==> src/rtl/bram_uart_dump.sv <==
// bram_uart_dump
//   Streams a contiguous block of 8-bit samples out of a BRAM read port and
//   hands them one byte at a time to a uart_transmit-style byte interface.
//   Addresses wrap modulo BRAM_DEPTH; the requested length is clamped to
//   BRAM_DEPTH.
//
//   Optional feature macro: DUMP_CHECKSUM_EN
//     When defined, an 8-bit running sum of the data bytes is appended as one
//     extra byte after the data (not counted in count_out). A zero-length dump
//     then sends a single 0x00.
//
// Parameters
//   BRAM_DEPTH    number of BRAM words (address wrap modulus)
//   ADDR_WIDTH    width of address ports; length/count ports are one bit wider
//   READ_LATENCY  cycles from addr_out change to valid data_in (1..4)
//
// Ports
//   clk_in          system clock
//   rst_in          asynchronous active-high reset
//   start_in        one-cycle start request, honoured only when idle
//   start_addr_in   first BRAM address, sampled with start_in
//   length_in       number of data bytes, sampled with start_in
//   addr_out        BRAM read address
//   data_in         BRAM read data
//   tx_byte_out     byte presented to the transmitter
//   tx_trigger_out  one-cycle pulse: transmitter takes tx_byte_out
//   tx_busy_in      transmitter busy
//   busy_out        high while a dump is in progress
//   done_out        one-cycle pulse when a dump completes
//   count_out       data bytes handed off in the current dump

module bram_uart_dump #(
    parameter int BRAM_DEPTH   = 40_000,
    parameter int ADDR_WIDTH   = $clog2(BRAM_DEPTH),
    parameter int READ_LATENCY = 2
) (
    input  logic                  clk_in,
    input  logic                  rst_in,
    input  logic                  start_in,
    input  logic [ADDR_WIDTH-1:0] start_addr_in,
    input  logic [ADDR_WIDTH:0]   length_in,
    output logic [ADDR_WIDTH-1:0] addr_out,
    input  logic [7:0]            data_in,
    output logic [7:0]            tx_byte_out,
    output logic                  tx_trigger_out,
    input  logic                  tx_busy_in,
    output logic                  busy_out,
    output logic                  done_out,
    output logic [ADDR_WIDTH:0]   count_out
);

    localparam logic [ADDR_WIDTH:0] DEPTH    = (ADDR_WIDTH+1)'(BRAM_DEPTH);
    localparam logic [2:0]          LAT_LAST = 3'(READ_LATENCY);

`ifdef DUMP_CHECKSUM_EN
    typedef enum logic [2:0] {IDLE, READ, SEND, HOLD, WAIT, FINISH, CSUM} state_t;
    localparam state_t AFTER_DATA = CSUM;
`else
    typedef enum logic [2:0] {IDLE, READ, SEND, HOLD, WAIT, FINISH} state_t;
    localparam state_t AFTER_DATA = FINISH;
`endif

    state_t              state;
    state_t              next_state;
    logic [ADDR_WIDTH:0] length;
    logic [ADDR_WIDTH:0] clamped;
    logic [ADDR_WIDTH:0] addr_inc;
    logic [ADDR_WIDTH-1:0] addr_next;
    logic [2:0]          lat_cnt;
`ifdef DUMP_CHECKSUM_EN
    logic [7:0]          sum;
    logic                csum_phase;
`endif

    always_comb begin
        clamped = (length_in > DEPTH) ? DEPTH : length_in;
    end

    // Increment one bit wider than the address so the wrap compare against
    // BRAM_DEPTH works even when BRAM_DEPTH is a power of two.
    always_comb begin
        addr_inc  = {1'b0, addr_out} + 1'b1;
        addr_next = (addr_inc == DEPTH) ? '0 : addr_inc[ADDR_WIDTH-1:0];
    end

    always_ff @(posedge clk_in or posedge rst_in) begin
        if (rst_in) begin
            state <= IDLE;
        end else begin
            state <= next_state;
        end
    end

    always_comb begin
        next_state = state;
        case (state)
            IDLE: begin
                if (start_in) begin
                    next_state = (clamped == '0) ? AFTER_DATA : READ;
                end
            end
            // The latency counter runs 0..READ_LATENCY so data_in is sampled
            // one edge after it is guaranteed valid.
            READ: begin
                if (lat_cnt == LAT_LAST) begin
                    next_state = SEND;
                end
            end
            SEND: next_state = HOLD;
            // tx_busy_in is not yet updated by the transmitter here.
            HOLD: next_state = WAIT;
            WAIT: begin
                if (!tx_busy_in) begin
`ifdef DUMP_CHECKSUM_EN
                    if (csum_phase) begin
                        next_state = FINISH;
                    end else if (count_out == length) begin
                        next_state = CSUM;
                    end else begin
                        next_state = READ;
                    end
`else
                    if (count_out == length) begin
                        next_state = FINISH;
                    end else begin
                        next_state = READ;
                    end
`endif
                end
            end
            FINISH: next_state = IDLE;
`ifdef DUMP_CHECKSUM_EN
            CSUM: next_state = SEND;
`endif
            default: next_state = IDLE;
        endcase
    end

    // busy_out drops in FINISH so it falls on the same edge done_out rises;
    // this also keeps a start during the done cycle from being accepted.
    always_comb begin
        tx_trigger_out = (state == SEND);
        done_out       = (state == FINISH);
        busy_out       = (state != IDLE) && (state != FINISH);
    end

    always_ff @(posedge clk_in or posedge rst_in) begin
        if (rst_in) begin
            addr_out    <= '0;
            length      <= '0;
            count_out   <= '0;
            lat_cnt     <= '0;
            tx_byte_out <= '0;
`ifdef DUMP_CHECKSUM_EN
            sum         <= '0;
            csum_phase  <= 1'b0;
`endif
        end else begin
            case (state)
                IDLE: begin
                    if (start_in) begin
                        addr_out   <= start_addr_in;
                        length     <= clamped;
                        count_out  <= '0;
                        lat_cnt    <= '0;
`ifdef DUMP_CHECKSUM_EN
                        sum        <= '0;
                        csum_phase <= 1'b0;
`endif
                    end
                end
                READ: begin
                    if (lat_cnt == LAT_LAST) begin
                        tx_byte_out <= data_in;
                        lat_cnt     <= '0;
`ifdef DUMP_CHECKSUM_EN
                        sum         <= sum + data_in;
`endif
                    end else begin
                        lat_cnt <= lat_cnt + 3'd1;
                    end
                end
                SEND: begin
`ifdef DUMP_CHECKSUM_EN
                    if (!csum_phase) begin
                        count_out <= count_out + 1'b1;
                        addr_out  <= addr_next;
                    end
`else
                    count_out <= count_out + 1'b1;
                    addr_out  <= addr_next;
`endif
                end
`ifdef DUMP_CHECKSUM_EN
                CSUM: begin
                    tx_byte_out <= sum;
                    csum_phase  <= 1'b1;
                end
`endif
                default: ;
            endcase
        end
    end

endmodule

==> config.mk <==
export PLATFORM = sky130hd
export DESIGN_NAME = bram_uart_dump
export DESIGN_NICKNAME = d
export VERILOG_FILES = /design/src/rtl/bram_uart_dump.sv
export SDC_FILE = /design/constraint.sdc
export NUM_CORES = 1
export LEC_CHECK = 0
export ABC_AREA = 0
export BUFFER_PORTS_ARGS = -buffer_cell sky130_fd_sc_hd__buf_2
export CORE_ASPECT_RATIO = 0.8
export CORE_MARGIN = 8
export CORE_UTILIZATION = 39
export CTS_CLUSTER_DIAMETER = 80
export DETAILED_ROUTE_END_ITERATION = 10
export GPL_TIMING_DRIVEN = 0
export SETUP_SLACK_MARGIN = 0.2
export SLEW_MARGIN = 40
export SYNTH_ARGS = -nofsm -noshare
export SYNTH_HDL_FRONTEND = slang
export SYNTH_SLANG_ARGS = --single-unit
==> constraint.sdc <==
create_clock -name clk_in -period 3 [get_ports clk_in]
set_input_delay 0.75 -clock clk_in [delete_from_list [all_inputs] [get_ports clk_in]]
set_output_delay 0.75 -clock clk_in [all_outputs]
set_load 0.005 [all_outputs]
# Word level (Yosys, flattened, before mapping)
# Cells that the tools add are included.
# word_totals
output_inout_bits,44
word_cells,48
inputBits,45
reg_bits,64
# classes
addsub,3
n_reduce_logical,11
n_eq_ne,12
n_lt_le_gt_ge,1
n_mux,15
# ops
operator,count
$mux W17,2
$pmux W17 S2,1
$mux W16,2
$pmux W16 S2,1
$mux W3,7
$add A16 B1 Y17 const B,1
$add A17 B1 Y17 const B,1
$eq A17 B16 Y1 const B,1
$eq A17 B17 Y1,1
$gt A17 B16 Y1 const B,1
$logic_not A17 Y1,1
$pmux W3 S5,1
$eq A3 B2 Y1 const B,3
$reduce_and A2 Y1,4
$eq A3 B3 Y1 const B,2
$ne A2 B2 Y1 const B,3
$pmux W3 S2,1
$reduce_bool A2 Y1,2
$add A3 B1 Y3 const B,1
$eq A3 B1 Y1 const B,1
$logic_not A3 Y1,1
$ne A3 B3 Y1 const B,1
$reduce_and A3 Y1,1
$reduce_bool A3 Y1,1
$logic_and A1 B1 Y1,1

# Depth between registers and ports, before layout
# depth
depth_word,6
ltp_mapped,9
mapped_depth_nobuf,8

# Worst setup path before layout
# No wires, ideal clock.
# synth_path
kind,input to register
start,in length_in[13]
end,reg state[2]
t_required_ns,2.924
t_arrival_ns,2.078
path_buffers,0
slack_ns,0.846
setup_ns,0.076
stages,7
path_cell_list,or4_1 -> nor4_2 -> and4_1 -> a21oi_1 -> o22ai_2 -> o21ai_1 -> o21ai_1
# synth_between
elab_chain_cells,6
# synth_rtl
item,line_no,rtl
"start, declared",41,"input logic [ADDR_WIDTH:0] length_in,"
$gt A17 B16 Y1,76,clamped = (length_in > DEPTH) ? DEPTH : length_in;
$mux W17 (*),76,
$logic_not A17 Y1 (*),99,next_state = (clamped == '0) ? AFTER_DATA : READ;
$mux W3 (*),99,
$mux W3 (*),98,if (start_in) begin
$pmux W3 S5 (*),96,case (state)
"end signal, assigned",90,state <= next_state;
"end, declared",63,state_t state;
# Every way passes the cells marked *; elsewhere a longest branch is shown, timed or not. The select of a mux whose other input is x is not followed.
# A chain may end at the register's enable or synchronous reset.

# Worst setup path in the final report
# layout_path
start,reg state[0]
end,out tx_trigger_out
# layout_between
elab_chain_cells,1
# layout_rtl
item,line_no,rtl
$eq A3 B2 Y1,142,tx_trigger_out = (state == SEND);
"end, declared",45,"output logic tx_trigger_out,"
# Every way passes these cells.

==> flow_summary.json <==
{
  "max_freq_mhz": 381,
  "tightestPinTransition_ps": 656,
  "drt-vias-per-instance": 5.46,
  "finalCritPeriodShare": 0.875,
  "hold_path_class": "input port to asynchronous set/reset pin",
  "drc_errors": 0,
  "crit_path_max_fanout": 13,
  "antenna_left": 0,
  "max_slew_margin": 0.562,
  "yosys-top-cells-area": "dfrtp_1 (45%), xor2_1 (4.7%), nand2_1 (4.0%), o21ai_0 (3.5%), nor2_1 (3.4%)",
  "cp_slowest_cell": "dfrtp_1",
  "fin_cells": 597,
  "critPathRequiredTime_ps": 2250,
  "dpl_cell_area_sq_mm": 0.00413,
  "routed_wl_mm": 10.6,
  "synth_area_sq_mm": 0.00353,
  "synth_area_leader_cell": "dfrtp_1",
  "rows": 31,
  "drt_iter0_markers": 237,
  "setup_slack_ps": 376,
  "power.switching_mw": 1.64,
  "synth-edff-count": 0,
  "insertedDiodeCount": 0,
  "wl_per_cell_microns": 17.7,
  "ir_worst_vdd_uv": 351,
  "slowest_delay_ps": 370,
  "register_area_sq_mm": 0.00160,
  "crit_chain": "buf_6 -> nor2_1 -> nand2_1 -> inv_2 -> buf_2 -> buf_2",
  "postSynthCellCount": 378,
  "syn_avg_cell_area_sq_um": 9.33,
  "dieWidth_microns": 122,
  "top_layer": "met4",
  "hold_viol": 0,
  "dp_hpwl_mm": 7.75,
  "route.met2.wl_mm": 4.70,
  "yosys_warnings": 0,
  "cts.clk_slew.worst_paths_ps": 50,
  "cts.sinks": 64,
  "power.leakage_nw": 2.03,
  "htreeDepth": 3,
  "worstSetupPathType": "flop to primary output",
  "combPwrFrac": 0.396,
  "design_area_sq_mm": 0.00439,
  "io_buffer_count": 88,
  "dp_slack_ps": 371,
  "gp_congestion": 0.941,
  "syn2layout_area_growth_pct": 24.6,
  "synthArstFlopShare": 1.00,
  "switching_share": 0.402,
  "final.fill_count": 871,
  "worst-path-buf-inv": 4,
  "finalMaxSlewViolations": 0,
  "ys_types": 53,
  "drive_gt1_frac": 0.278,
  "multi_input_area_sq_mm": 0.00178,
  "cts_root_buf": "clkbuf_16",
  "synth_seq_cells": 64,
  "drt-met1-wl_mm": 4.93,
  "post_cts_resized": 0,
  "grt-ovfl-total": 0,
  "syn_nets": 426,
  "wl_met3_microns": 810,
  "clk_latency_ps": 330,
  "ctsLongestPathBuffers": 2,
  "numCtsBuffers": 9,
  "antenna_found_initial": 0,
  "cellPowerDensity_mw_per_mm2": 925,
  "core_area_sq_mm": 0.00892,
  "fin_worst_skew_ps": 5.89,
  "critPathLaunchType": "flop",
  "finalSetupViolations": 0,
  "io_pins": 89,
  "nets": 525,
  "post_cts_buffers": 0,
  "synth.top_cell.area_share": 0.454,
  "dieHeight_microns": 101,
  "path_delay_family": "buffers and inverters",
  "rsz0062_at_grt": "no",
  "clock_power_share": 0.231,
  "cap_violations": 0,
  "cts_tree": "built",
  "grt_max_degree": 41,
  "cp.arrival_ps": 1870,
  "grt_usage": 0.177,
  "path_common_cell": "buf_2",
  "yosysSeqAreaShare": 0.454,
  "num_vias": 3261,
  "die_area_sq_mm": 0.0124,
  "power.internal_mw": 2.43,
  "pwr-share-seq": 0.372,
  "period_minus_slack_ps": 2620,
  "start_util": 0.395,
  "grt_pass1_vias": 3220,
  "dr.pass1.iters": 8,
  "status": "completed",
  "grt_pass1_wl_mm": 17.1,
  "end_kind": "primary output",
  "ys.flop_type": "dfrtp_1",
  "dp.cells": 582,
  "ctsHoldBuffers": 0
}
state kept, by name, summed over array words and instances (netlist names):
register,flops
lat_cnt,3
state,3
tx_byte_out,8
addr_out,16
count_out,17
length,17
cell usage in the layout, fill, tap and decap left out, drive strengths merged, types with 2 or more instances in the layout:
master  Yosys  routed
nor2       33      33
mux2i       9       9
o21ai      33      33
nand2b      3       3
clkinv      0       5
nor3b       2       2
xnor2       3       3
nand4       8       8
o21a        4       4
and2        2       2
inv        12      12
nor4       13      13
o22ai       6       6
nand3b      2       2
nand3      22      22
a22o       12      12
a31oi       4       4
a21oi      23      23
o21bai      2       2
nor2b       4       4
clkbuf      7      16
buf        11     100
a221oi      2       2
a211o       2       2
and3        2       2
dfrtp      64      64
o211ai      4       4
a22oi       2       2
ha          3       3
xor2       19      19
nand2      38      38
mux2        8       8
o31ai       2       2
nor3        8       8
through the flow:
| stage | utilization | power (mW) | setup TNS (ps) | hold WS (ps) |
|---|---|---|---|---|
| 2_1_floorplan | - | 2.53 | 0 | 459 |
| 6_report | 0.493 | 4.07 | 0 | 391 |
| 3_5_place_dp | 0.463 | 3.13 | 0 | 476 |
| 4_1_cts | 0.493 | 4.09 | 0 | 400 |
| 5_1_grt | 0.493 | 4.37 | 0 | 418 |
| 3_3_place_gp | 0.461 | 3.10 | -16660 | 475 |
metal layers:
layer,global-route usage,vias up
met5,0,-
met4,0.0495,0
met3,0.0476,19
met2,0.273,124
met1,0.237,1547
li1,-,1571
final cells by class:
| cell class | instances | share of cell area |
|---|---|---|
| buffer | 17 | 0.0216 |
| inverter | 12 | 0.0108 |
| timing repair buffer | 89 | 0.105 |
| clock buffer | 10 | 0.0521 |
| sequential | 64 | 0.364 |
| tap | 115 | 0.0327 |
| multi-input combinational | 284 | 0.405 |
| clock inverter | 6 | 0.00826 |
cell families (layout without fill, tap and decap cells):
logic type / after synthesis / count (layout) / synth area share
AOI/OAI and AO/OA: 100 / 100 / 0.181
adders and majority gates: 3 / 3 / 0.0106
muxes: 17 / 17 / 0.0511
DFF: 64 / 64 / 0.454
xor gates and xnor gates: 22 / 22 / 0.0547
and+or+nand+nor: 142 / 142 / 0.207
buffers and inverters: 30 / 134 / 0.0408
power groups by stage:
| stage | combinational (mW) | sequential [mW] | clock, mW |
|---|---|---|---|
| 3_5_place_dp | 1.61 | 1.52 | 0 |
| 6_report | 1.61 | 1.51 | 0.940 |
| 4_1_cts | 1.62 | 1.51 | 0.957 |
| 5_1_grt | 1.81 | 1.57 | 0.990 |
| 2_1_floorplan | 1.07 | 1.47 | 0 |
| 3_3_place_gp | 1.59 | 1.51 | 0 |
Yosys cell counts, types with 2 or more instances:
cell type	count
xor2_1	19
dfrtp_1	64
o21ai_1	8
o21bai_1	2
nand2b_1	3
buf_2	7
o21a_1	4
nand3b_1	2
clkbuf_1	7
xnor2_1	3
nand4_1	7
o21ai_0	25
a22o_1	12
nand3_1	21
nor4_1	11
nor3b_1	2
a211o_1	2
inv_1	11
o31ai_1	2
nor4_2	2
a21oi_1	22
buf_6	3
a22oi_1	2
mux2i_1	9
nor2b_1	4
ha_1	3
mux2_2	8
and2_1	2
nand2_1	38
nor2_1	32
nor3_1	8
o211ai_1	4
and3_1	2
a31oi_1	4
o22ai_1	5
path summary, 6_finish.rpt:
kind,startpoint,to,cells after the start,slack [ps]
worst max-delay path,state[0],tx_trigger_out,6,380
worst min-delay path,rst_in,tx_byte_out[1],2,390
worst max register to register,addr_out[0],addr_out[11],9,510
worst min register to register,length[6],length[6],2,480
max in group asynchronous,rst_in,count_out[11],3,2090
min in group clk_in,length[6],length[6],2,480
(Power assumes the default switching activity.)
